$ cat config.mk
export PLATFORM = sky130hd
export DESIGN_NAME = fig_08c_plane_writer
export DESIGN_NICKNAME = d
export VERILOG_FILES = /design/src/rtl/fig_08_pkg.sv /design/src/rtl/fig_08c_tile_addr.sv /design/src/rtl/fig_08c_plane_writer.sv
export SDC_FILE = /design/constraint.sdc
export NUM_CORES = 1
export LEC_CHECK = 0
export ABC_AREA = 0
export CORE_ASPECT_RATIO = 0.6
export CORE_MARGIN = 2
export CORE_UTILIZATION = 30
export CTS_BUF_LIST = sky130_fd_sc_hd__clkbuf_4
export DETAILED_ROUTE_END_ITERATION = 16
export PLACE_DENSITY = 0.51
export SYNTH_ARGS = -nofsm -noshare
export SYNTH_HDL_FRONTEND = slang
export SYNTH_SLANG_ARGS = --single-unit
$ cat constraint.sdc
create_clock -name clk -period 4 [get_ports clk]
set_input_delay 1 -clock clk [delete_from_list [all_inputs] [get_ports clk]]
set_output_delay 1 -clock clk [all_outputs]
set_load 0.01 [all_outputs]
$ cat src/rtl/fig_08_pkg.sv
// Shared definitions for the pixel-cache flush/fetch path: address width,
// bpp encodings, plane count decode and the plane writer state encoding.
package fig_08_pkg;

  localparam int ADDR_W_DEF = 17;

  typedef enum logic [1:0] {
    BPP_2   = 2'b00,
    BPP_4   = 2'b01,
    BPP_RSV = 2'b10,
    BPP_8   = 2'b11
  } bpp_e;

  typedef enum logic [1:0] {
    ST_IDLE,
    ST_RD,
    ST_WR,
    ST_FIN
  } st_e;

  // Reserved encoding falls through to 4bpp.
  function automatic logic [3:0] plane_count(input logic [1:0] mode);
    case (mode)
      BPP_2:   plane_count = 4'd2;
      BPP_8:   plane_count = 4'd8;
      default: plane_count = 4'd4;
    endcase
  endfunction

endpackage

$ cat src/rtl/fig_08c_tile_addr.sv
// SNES planar tile byte address: planes pair up into 16-byte blocks, two
// bytes per row, odd plane in the second byte. Wraps at 2^ADDR_W.
module fig_08c_tile_addr
  import fig_08_pkg::*;
#(
  parameter int ADDR_W = ADDR_W_DEF
) (
  input  logic [ADDR_W-1:0] tile_base,
  input  logic [2:0]        row,
  input  logic [2:0]        plane,
  output logic [ADDR_W-1:0] ram_addr
);

  logic [5:0] offs;

  // 16*(plane>>1) + 2*row + (plane&1) packs into disjoint bit fields.
  assign offs     = {plane[2:1], row, plane[0]};
  assign ram_addr = tile_base + ADDR_W'(offs);

endmodule

$ cat src/rtl/fig_08c_plane_writer.sv
// Flushes one cached 8-pixel row (up to eight plane bytes) to RAM, doing a
// read-merge-write per plane when only some pixels are valid.
module fig_08c_plane_writer
  import fig_08_pkg::*;
#(
  parameter int ADDR_W = ADDR_W_DEF
) (
  input  logic              clk,
  input  logic              reset_n,
  input  logic              flush_req,
  input  logic [ADDR_W-1:0] tile_base,
  input  logic [2:0]        row,
  input  logic [1:0]        bpp_mode,
  input  logic [7:0]        pix_mask,
  input  logic [63:0]       data,
  output logic              busy,
  output logic              done,
  output logic [ADDR_W-1:0] ram_addr,
  output logic              ram_rd_req,
  output logic              ram_wr_req,
  output logic [7:0]        ram_wdata,
  input  logic [7:0]        ram_rdata,
  input  logic              ram_ack
);

  st_e               st;
  logic [ADDR_W-1:0] base_q;
  logic [2:0]        row_q, plane_q, last_q;
  logic [7:0]        mask_q;
  logic [63:0]       data_q;

  logic              accept, mask_full;
  logic [2:0]        nxt_plane, last_nx;
  logic [7:0]        cur_byte, nxt_byte;
  logic [ADDR_W-1:0] ag_base, ag_addr;
  logic [2:0]        ag_row, ag_plane;

  // FIN already has busy low, so a request coinciding with done is taken.
  assign accept    = flush_req && (st == ST_IDLE || st == ST_FIN);
  assign mask_full = (mask_q == 8'hFF);
  assign nxt_plane = plane_q + 3'd1;
  assign last_nx   = 3'(plane_count(bpp_mode) - 4'd1);
  assign cur_byte  = data_q[{plane_q, 3'b000} +: 8];
  assign nxt_byte  = data_q[{nxt_plane, 3'b000} +: 8];

  always_comb begin
    ag_base  = base_q;
    ag_row   = row_q;
    ag_plane = nxt_plane;
    if (accept) begin
      ag_base  = tile_base;
      ag_row   = row;
      ag_plane = 3'd0;
    end
  end

  fig_08c_tile_addr #(.ADDR_W(ADDR_W)) u_addr (
    .tile_base (ag_base),
    .row       (ag_row),
    .plane     (ag_plane),
    .ram_addr  (ag_addr)
  );

  always_ff @(posedge clk or negedge reset_n) begin
    if (!reset_n) begin
      st         <= ST_IDLE;
      busy       <= 1'b0;
      done       <= 1'b0;
      ram_addr   <= '0;
      ram_rd_req <= 1'b0;
      ram_wr_req <= 1'b0;
      ram_wdata  <= '0;
      base_q     <= '0;
      row_q      <= '0;
      plane_q    <= '0;
      last_q     <= '0;
      mask_q     <= '0;
      data_q     <= '0;
    end else begin
      case (st)
        ST_IDLE, ST_FIN: begin
          done <= 1'b0;
          st   <= ST_IDLE;
          if (accept) begin
            base_q   <= tile_base;
            row_q    <= row;
            mask_q   <= pix_mask;
            data_q   <= data;
            plane_q  <= 3'd0;
            last_q   <= last_nx;
            ram_addr <= ag_addr;
            if (pix_mask == 8'h00) begin
              st   <= ST_FIN;
              done <= 1'b1;
              busy <= 1'b0;
            end else if (pix_mask == 8'hFF) begin
              st         <= ST_WR;
              busy       <= 1'b1;
              ram_wr_req <= 1'b1;
              ram_wdata  <= data[7:0];
            end else begin
              st         <= ST_RD;
              busy       <= 1'b1;
              ram_rd_req <= 1'b1;
            end
          end
        end
        ST_RD: if (ram_ack) begin
          ram_rd_req <= 1'b0;
          ram_wr_req <= 1'b1;
          ram_wdata  <= (ram_rdata & ~mask_q) | (cur_byte & mask_q);
          st         <= ST_WR;
        end
        ST_WR: if (ram_ack) begin
          ram_wr_req <= 1'b0;
          if (plane_q == last_q) begin
            st   <= ST_FIN;
            done <= 1'b1;
            busy <= 1'b0;
          end else begin
            plane_q  <= nxt_plane;
            ram_addr <= ag_addr;
            if (mask_full) begin
              ram_wr_req <= 1'b1;
              ram_wdata  <= nxt_byte;
              st         <= ST_WR;
            end else begin
              ram_rd_req <= 1'b1;
              st         <= ST_RD;
            end
          end
        end
        default: st <= ST_IDLE;
      endcase
    end
  end

endmodule
; Yosys cells after proc, flatten, opt, wreduce, memory -nomap -nowiden
; Index checks and enable logic that the tools add are counted.
[totals]
reg_bits = 129
latch_bits = 0
mem_bits_rw = 0
mem_bits_ro = 0
inputBits = 106
out_inout_bits = 29
word_cells = 108
memories = 0
[classes]
add_sub_neg = 3
multipliers = 0
div_mod_pow = 0
order_cmp = 0
n_eq_ne = 17
n_shift = 2
n_mux = 54
bitwise_logic = 4
reduce_logical = 15
[ops]
columns = op, n
row1 = variable part select 64 x 7 -> 8 bit, 2
row2 = 2-to-1 mux 17 bit, 4
row3 = 2-to-1 mux 8 bit, 7
row4 = one-hot mux 17 bit (2 select lines), 1
row5 = one-hot mux 8 bit (3 select lines), 1
row6 = 2-to-1 mux 1 bit, 22
row7 = != test 2 bit (second input constant), 10
row8 = adder 17 x 6 -> 17 bit, 1
row9 = AND 8 bit, 2
row10 = == test 8 bit (second input constant), 2
row11 = 2-to-1 mux 3 bit, 5
row12 = 2-to-1 mux 2 bit, 7
row13 = AND reduction 7 bit, 2
row14 = one-hot mux 3 bit (2 select lines), 2
row15 = zero test 8 bit, 1
row16 = NOT 8 bit, 1
row17 = bitwise OR 8 bit, 1
row18 = AND reduction 4 bit, 2
row19 = == test 2 bit (second input constant), 3
row20 = one-hot mux 1 bit (3 select lines), 2
row21 = one-hot mux 2 bit (3 select lines), 1
row22 = AND reduction 5 bit, 1
row23 = zero test 2 bit, 2
row24 = one-hot mux 1 bit (2 select lines), 2
row25 = other kinds (10), 11

; Logic depth before layout (Yosys ltp)
[depth]
depth_word = 8
mapped_depth = 15
ltp_nobuf = 12

; By module
; From an unflattened synthesis, not the netlist that was laid out.
[hier_totals]
cells_unflattened = 570
hier_area_um2 = 7103.1
[by_module_without_submodules]
columns = module, instances, cells_per_inst, area_each_um2, seq_area_each_um2
row1 = fig_08c_plane_writer, 1, 513, 6626.4, 3228.1
row2 = fig_08c_tile_addr, 1, 57, 476.7, 0.0

; Worst setup path before layout
; No wires, ideal clock.
[synth_path]
kind = input -> register
start = in flush_req
end = reg ram_addr[16]
setup_ns = 0.137
t_arrival_ns = 3.268
required_time_ns = 3.863
path_slack_ns = 0.595
stages = 12
n_path_buf = 3
cell_sequence = and2_1 > buf_6 > buf_2 > buf_1 > nor2_1 > ha_1 > fa_1 > a21oi_1 > nor2_1 > o221ai_1 > or4_1 > nand3_1
[synth_via]
elab_chain_cells = 6
elab_cells_between_ends = 11
classes_between = add/sub: 1 / eq/ne: 1 / mux: 7 / reduce/logical: 2
[synth_rtl]
columns = item, line_no
row1 = from (decl), fig_08c_plane_writer.sv:10  ; input logic flush_req,
row2 = logical AND 1 bit (*), fig_08c_plane_writer.sv:39  ; assign accept = flush_req && (st == ST_IDLE || st == ST_FIN);
row3 = "2-to-1 mux 17 bit, or another cell as far along", fig_08c_plane_writer.sv:50  ; if (accept) begin
row4 = adder 17 x 6 -> 17 bit, fig_08c_tile_addr.sv:18  ; assign ram_addr = tile_base + ADDR_W'(offs);
row5 = 2-to-1 mux 17 bit, fig_08c_plane_writer.sv:116  ; if (plane_q == last_q) begin
row6 = 2-to-1 mux 17 bit, fig_08c_plane_writer.sv:114  ; ST_WR: if (ram_ack) begin
row7 = one-hot mux 17 bit (2 select lines), fig_08c_plane_writer.sv:80  ; case (st)
row8 = to (signal assigned), fig_08c_plane_writer.sv:91  ; ram_addr <= ag_addr;
row9 = to (signal assigned), fig_08c_plane_writer.sv:122  ; ram_addr <= ag_addr;
row10 = to (decl), fig_08c_plane_writer.sv:18  ; output logic [ADDR_W-1:0] ram_addr,
; Every way passes the cells marked *; elsewhere a longest branch is shown, timed or not. The select of a mux whose other input is x is not followed.
; A chain may end at the register's enable or synchronous reset.

; Worst setup path in the final report
[layout_path]
start = in flush_req
end = reg ram_addr[16]
[layout_via]
elab_chain_cells = 6
elab_cells_between_ends = 11
classes_between = add/sub: 1 / eq/ne: 1 / mux: 7 / reduce/logical: 2
[layout_rtl]
columns = item, line_no
row1 = logical AND 1 bit (*), fig_08c_plane_writer.sv:39
row2 = 2-to-1 mux 17 bit (*), fig_08c_plane_writer.sv:50
row3 = net ag_base[0], fig_08c_plane_writer.sv:35  ; logic [ADDR_W-1:0] ag_base, ag_addr;
row4 = adder 17 x 6 -> 17 bit (*), fig_08c_tile_addr.sv:18
row5 = 2-to-1 mux 17 bit, fig_08c_plane_writer.sv:116
row6 = 2-to-1 mux 17 bit, fig_08c_plane_writer.sv:114
row7 = one-hot mux 17 bit (2 select lines) (*), fig_08c_plane_writer.sv:80
; Mark *: on every way through the listed nets, which the timed path passes. The rest lies on a longest branch. The select of a mux whose other input is x is not followed.

==> results.toml <==
[setup_path]
critical_path_cell_count = 12
crit_fanout = 11
r2r_slack_ps = 1050
crit_path_cell_trace = "clkdlybuf4s50_1 > and2_4 > nand2_1 > nand2_1 > ha_1 > fa_1 > a21oi_1 > nor2_1 > o221ai_1 > buf_4 > or4_1 > nand3_1"
cp.arrival_ps = 3730
r2r-end = "ram_addr[16]$_DFFE_PN0P_"
cpMaxStageDelayCell = "clkdlybuf4s50_1"
worst-setup-path-type = "input port to flip-flop"
required_ps = 4490
reg2reg_from = "st[1]$_DFFE_PN0P_"
worst_r2r_path_depth = 12
cp_top_family = "simple AND/OR/NAND/NOR gates"
cpMostUsedCell = "nand2_1"
end_kind = "flip-flop"
cp_num_buf_inv = 2
critPathLaunchType = "input port"
slowest_delay_ps = 620

[synthesis]
synth-edff-count = 0
synth_ff_type = "dfrtp_1"
syn-num-nets = 879
synth_top_cell_by_area = "dfrtp_1"
synth_area_leaders = "dfrtp_1 47%, nand2_1 16%, mux2i_1 5.3%, mux2_2 3.5%, o21ai_0 3.4%"
synthArstFlopShare = 1.00
ys_ff_latch = 129
ys_seq_area_frac = 0.471
yosysWarningCount = 0
syn_inst = 763
syn_area_um2 = 6850
synth.avg_cell_area_um2 = 8.98
synth.distinct_cells = 52
yosysTopAreaCellShare = 0.471

[pwr]
netSwitchingPower_mw = 3.02
ir_drop_mv = 0.402
power_density_nw_per_um2 = 800
p_leak_nw = 3.97
pwr-share-comb = 0.530
p_sw_frac = 0.431
p_seq_frac = 0.346
p_clk_frac = 0.124
p_int_mw = 3.98
power_mw = 7.01

[placed_design]
dp_cells = 1173
globalplace.congestion = 0.848
post-dp-hpwl_um = 14900
portBuffers = 134

[route]
first_pass_iters = 5
drt-wirelength-per-cell_um = 16.9
ant_nets = 0
vias = 5817
drt_iter0_markers = 451
via_per_inst = 4.83
drc = 0
drt_wl_total_um = 20300

[layout]
nFillCells = 2240
final_layout_size_suffix_gt1_frac = 0.0848
fin_nets = 1000
stdcell_count = 1204
antennaDiodeCount = 0
syn_to_final_growth_pct = 27.9

[outcome]
status = "complete, no violations"

[cts]
root_buffer = "clkbuf_4"
numClockSinks = 129
clock_latency_ps = 560
htreeDepth = 4
clockBufferDepth = 2
cts_setup_buffers = 0
cts_resized = 0
cts_tree = "done"
cts_made_buffers = 17
cts_hold_buf = 0
clkTransAtPathRegs_ps = 100

[run]
cap_violations = 0

[global_route]
grt_pass1_wl_um = 31800
grt_pass1_vias = 5649
gr-total-overflow = 0
grt_usage = 0.176
grt_max_degree = 95
antenna_found_initial = 0

[timing]
min_period_ps = 3240
fin_setup_tns_ps = 0
grt_setup_unrepaired = "false"
final_max_slew_viol_count = 0
tightestPinTransition_ps = 862
slew_headroom = 0.425
setup_viol = 0
finalClockSkew_ps = 17.1
fin_crit_sh = 0.810
max_freq_mhz = 309
whs_ps = 405
hold_violations = 0

[floorplan]
die_area_um2 = 24100
rows = 42
die_w_um = 199
initial_core_util = 0.308
io-pin-count = 135
die_h_um = 121
core_area_um2 = 22200

[worst_hold_path]
hp-class = "input port to async pin"
flip-flops by register name, summed over array words and instances, names as in the netlist:
name and flops:
base_q 17, busy 1, data_q 64, done 1
last_q 3, mask_q 8, plane_q 3, ram_addr 17
ram_rd_req 1, ram_wdata 8, ram_wr_req 1, row_q 3
st 2
worst register-to-register path, delay by kind of cell (launching register included):
| family | cells | cell delay [ps] |
|---|---|---|
| AND/OR/NAND/NOR | 6 | 1200 |
| adder cells (fa/ha/maj) | 3 | 810 |
| flip-flops | 1 | 420 |
| AO/OA/AOI/OAI | 2 | 260 |
| buffers and inverters | 1 | 190 |
final cells by class:
class	instances	area (um^2)	area share
clock inverter	9	91.3	0.0104
inverter	16	60.1	0.00686
clock buffer	22	165	0.0189
tap	308	385	0.0440
timing repair buffer	148	1460	0.166
sequential	129	3230	0.369
multi-input combinational	572	3370	0.385
cells by family (layout without fill, tap and decap cells):
kind of cell,Yosys count,in the layout,share of synthesized area
flops,129,129,0.471
buf+inv,62,195,0.0374
mux,66,66,0.116
compound gates,145,145,0.137
fa+ha+maj,10,10,0.0194
simple gates,340,340,0.205
xor+xnor,11,11,0.0141
Yosys cell counts, types with 2 or more instances:
library cell,instances
nand2_1,289
dfrtp_1,129
o21ai_0,47
mux2i_1,36
clkbuf_1,25
o22ai_1,24
mux2_2,21
a21oi_1,18
a22o_1,17
inv_1,16
buf_2,10
buf_1,9
ha_1,9
o21a_1,9
mux4_2,8
nand4_1,8
nor2_1,8
nand3_1,7
xnor2_1,7
o211ai_1,6
or4_1,6
and2_1,4
and4_1,4
nand2b_1,4
o31ai_1,4
xor2_1,4
a21o_1,3
a31oi_1,3
and2b_1,2
and3_1,2
nor2b_1,2
o221ai_1,2
metal layers:
metal  track usage  share of wire  up-vias
met2         0.233           0.39      166
met4        0.0322         0.0062        0
met1         0.276           0.54     2770
met5             0              0        -
li1              -              -     2868
met3        0.0528          0.066       13
power groups by stage:
stage / sequential [mW] / clock [mW] / combinational (mW)
detailed placement: 2.44 / 0 / 3.73
CTS: 2.42 / 0.903 / 3.74
global route: 2.52 / 0.959 / 4.16
global placement: 2.45 / 0 / 3.70
floorplan: 2.33 / 0 / 2.58
finish: 2.42 / 0.867 / 3.71
placed cells by master (no fill, tap or decap), drive strengths merged, types with 4 or more instances in the layout:
master	instances
clkinv	6
nand3	7
clkbuf	22
clkdlybuf4s50	133
mux4	8
a22o	17
or4	6
o22ai	24
mux2i	36
mux2	22
o21a	9
nand2	290
buf	15
o211ai	6
nand4	8
o21ai	47
xor2	4
ha	9
nor2	8
o31ai	4
nand2b	4
inv	16
and2	4
a21oi	18
and4	4
xnor2	7
dfrtp	129
worst max-delay path by stage:
stage	start	slack [ps]	end
5_1_grt	flush_req	660	ram_addr[16]$_DFFE_PN0P_
3_5_place_dp	flush_req	230	ram_addr[16]$_DFFE_PN0P_
4_1_cts	flush_req	840	ram_addr[16]$_DFFE_PN0P_
3_3_place_gp	flush_req	230	ram_addr[16]$_DFFE_PN0P_
6_report	flush_req	760	ram_addr[16]$_DFFE_PN0P_
2_1_floorplan	flush_req	590	ram_addr[16]$_DFFE_PN0P_
through the flow:
stage	utilization	setup slack, ps	cell area (um^2)
floorplan	-	595	6850
detailed placement	0.383	231	8500
global route	0.394	661	8760
finish	0.394	761	8760
global placement	0.383	229	8500
CTS	0.394	843	8760
No activity file was read; power rests on OpenSTA's default activity.
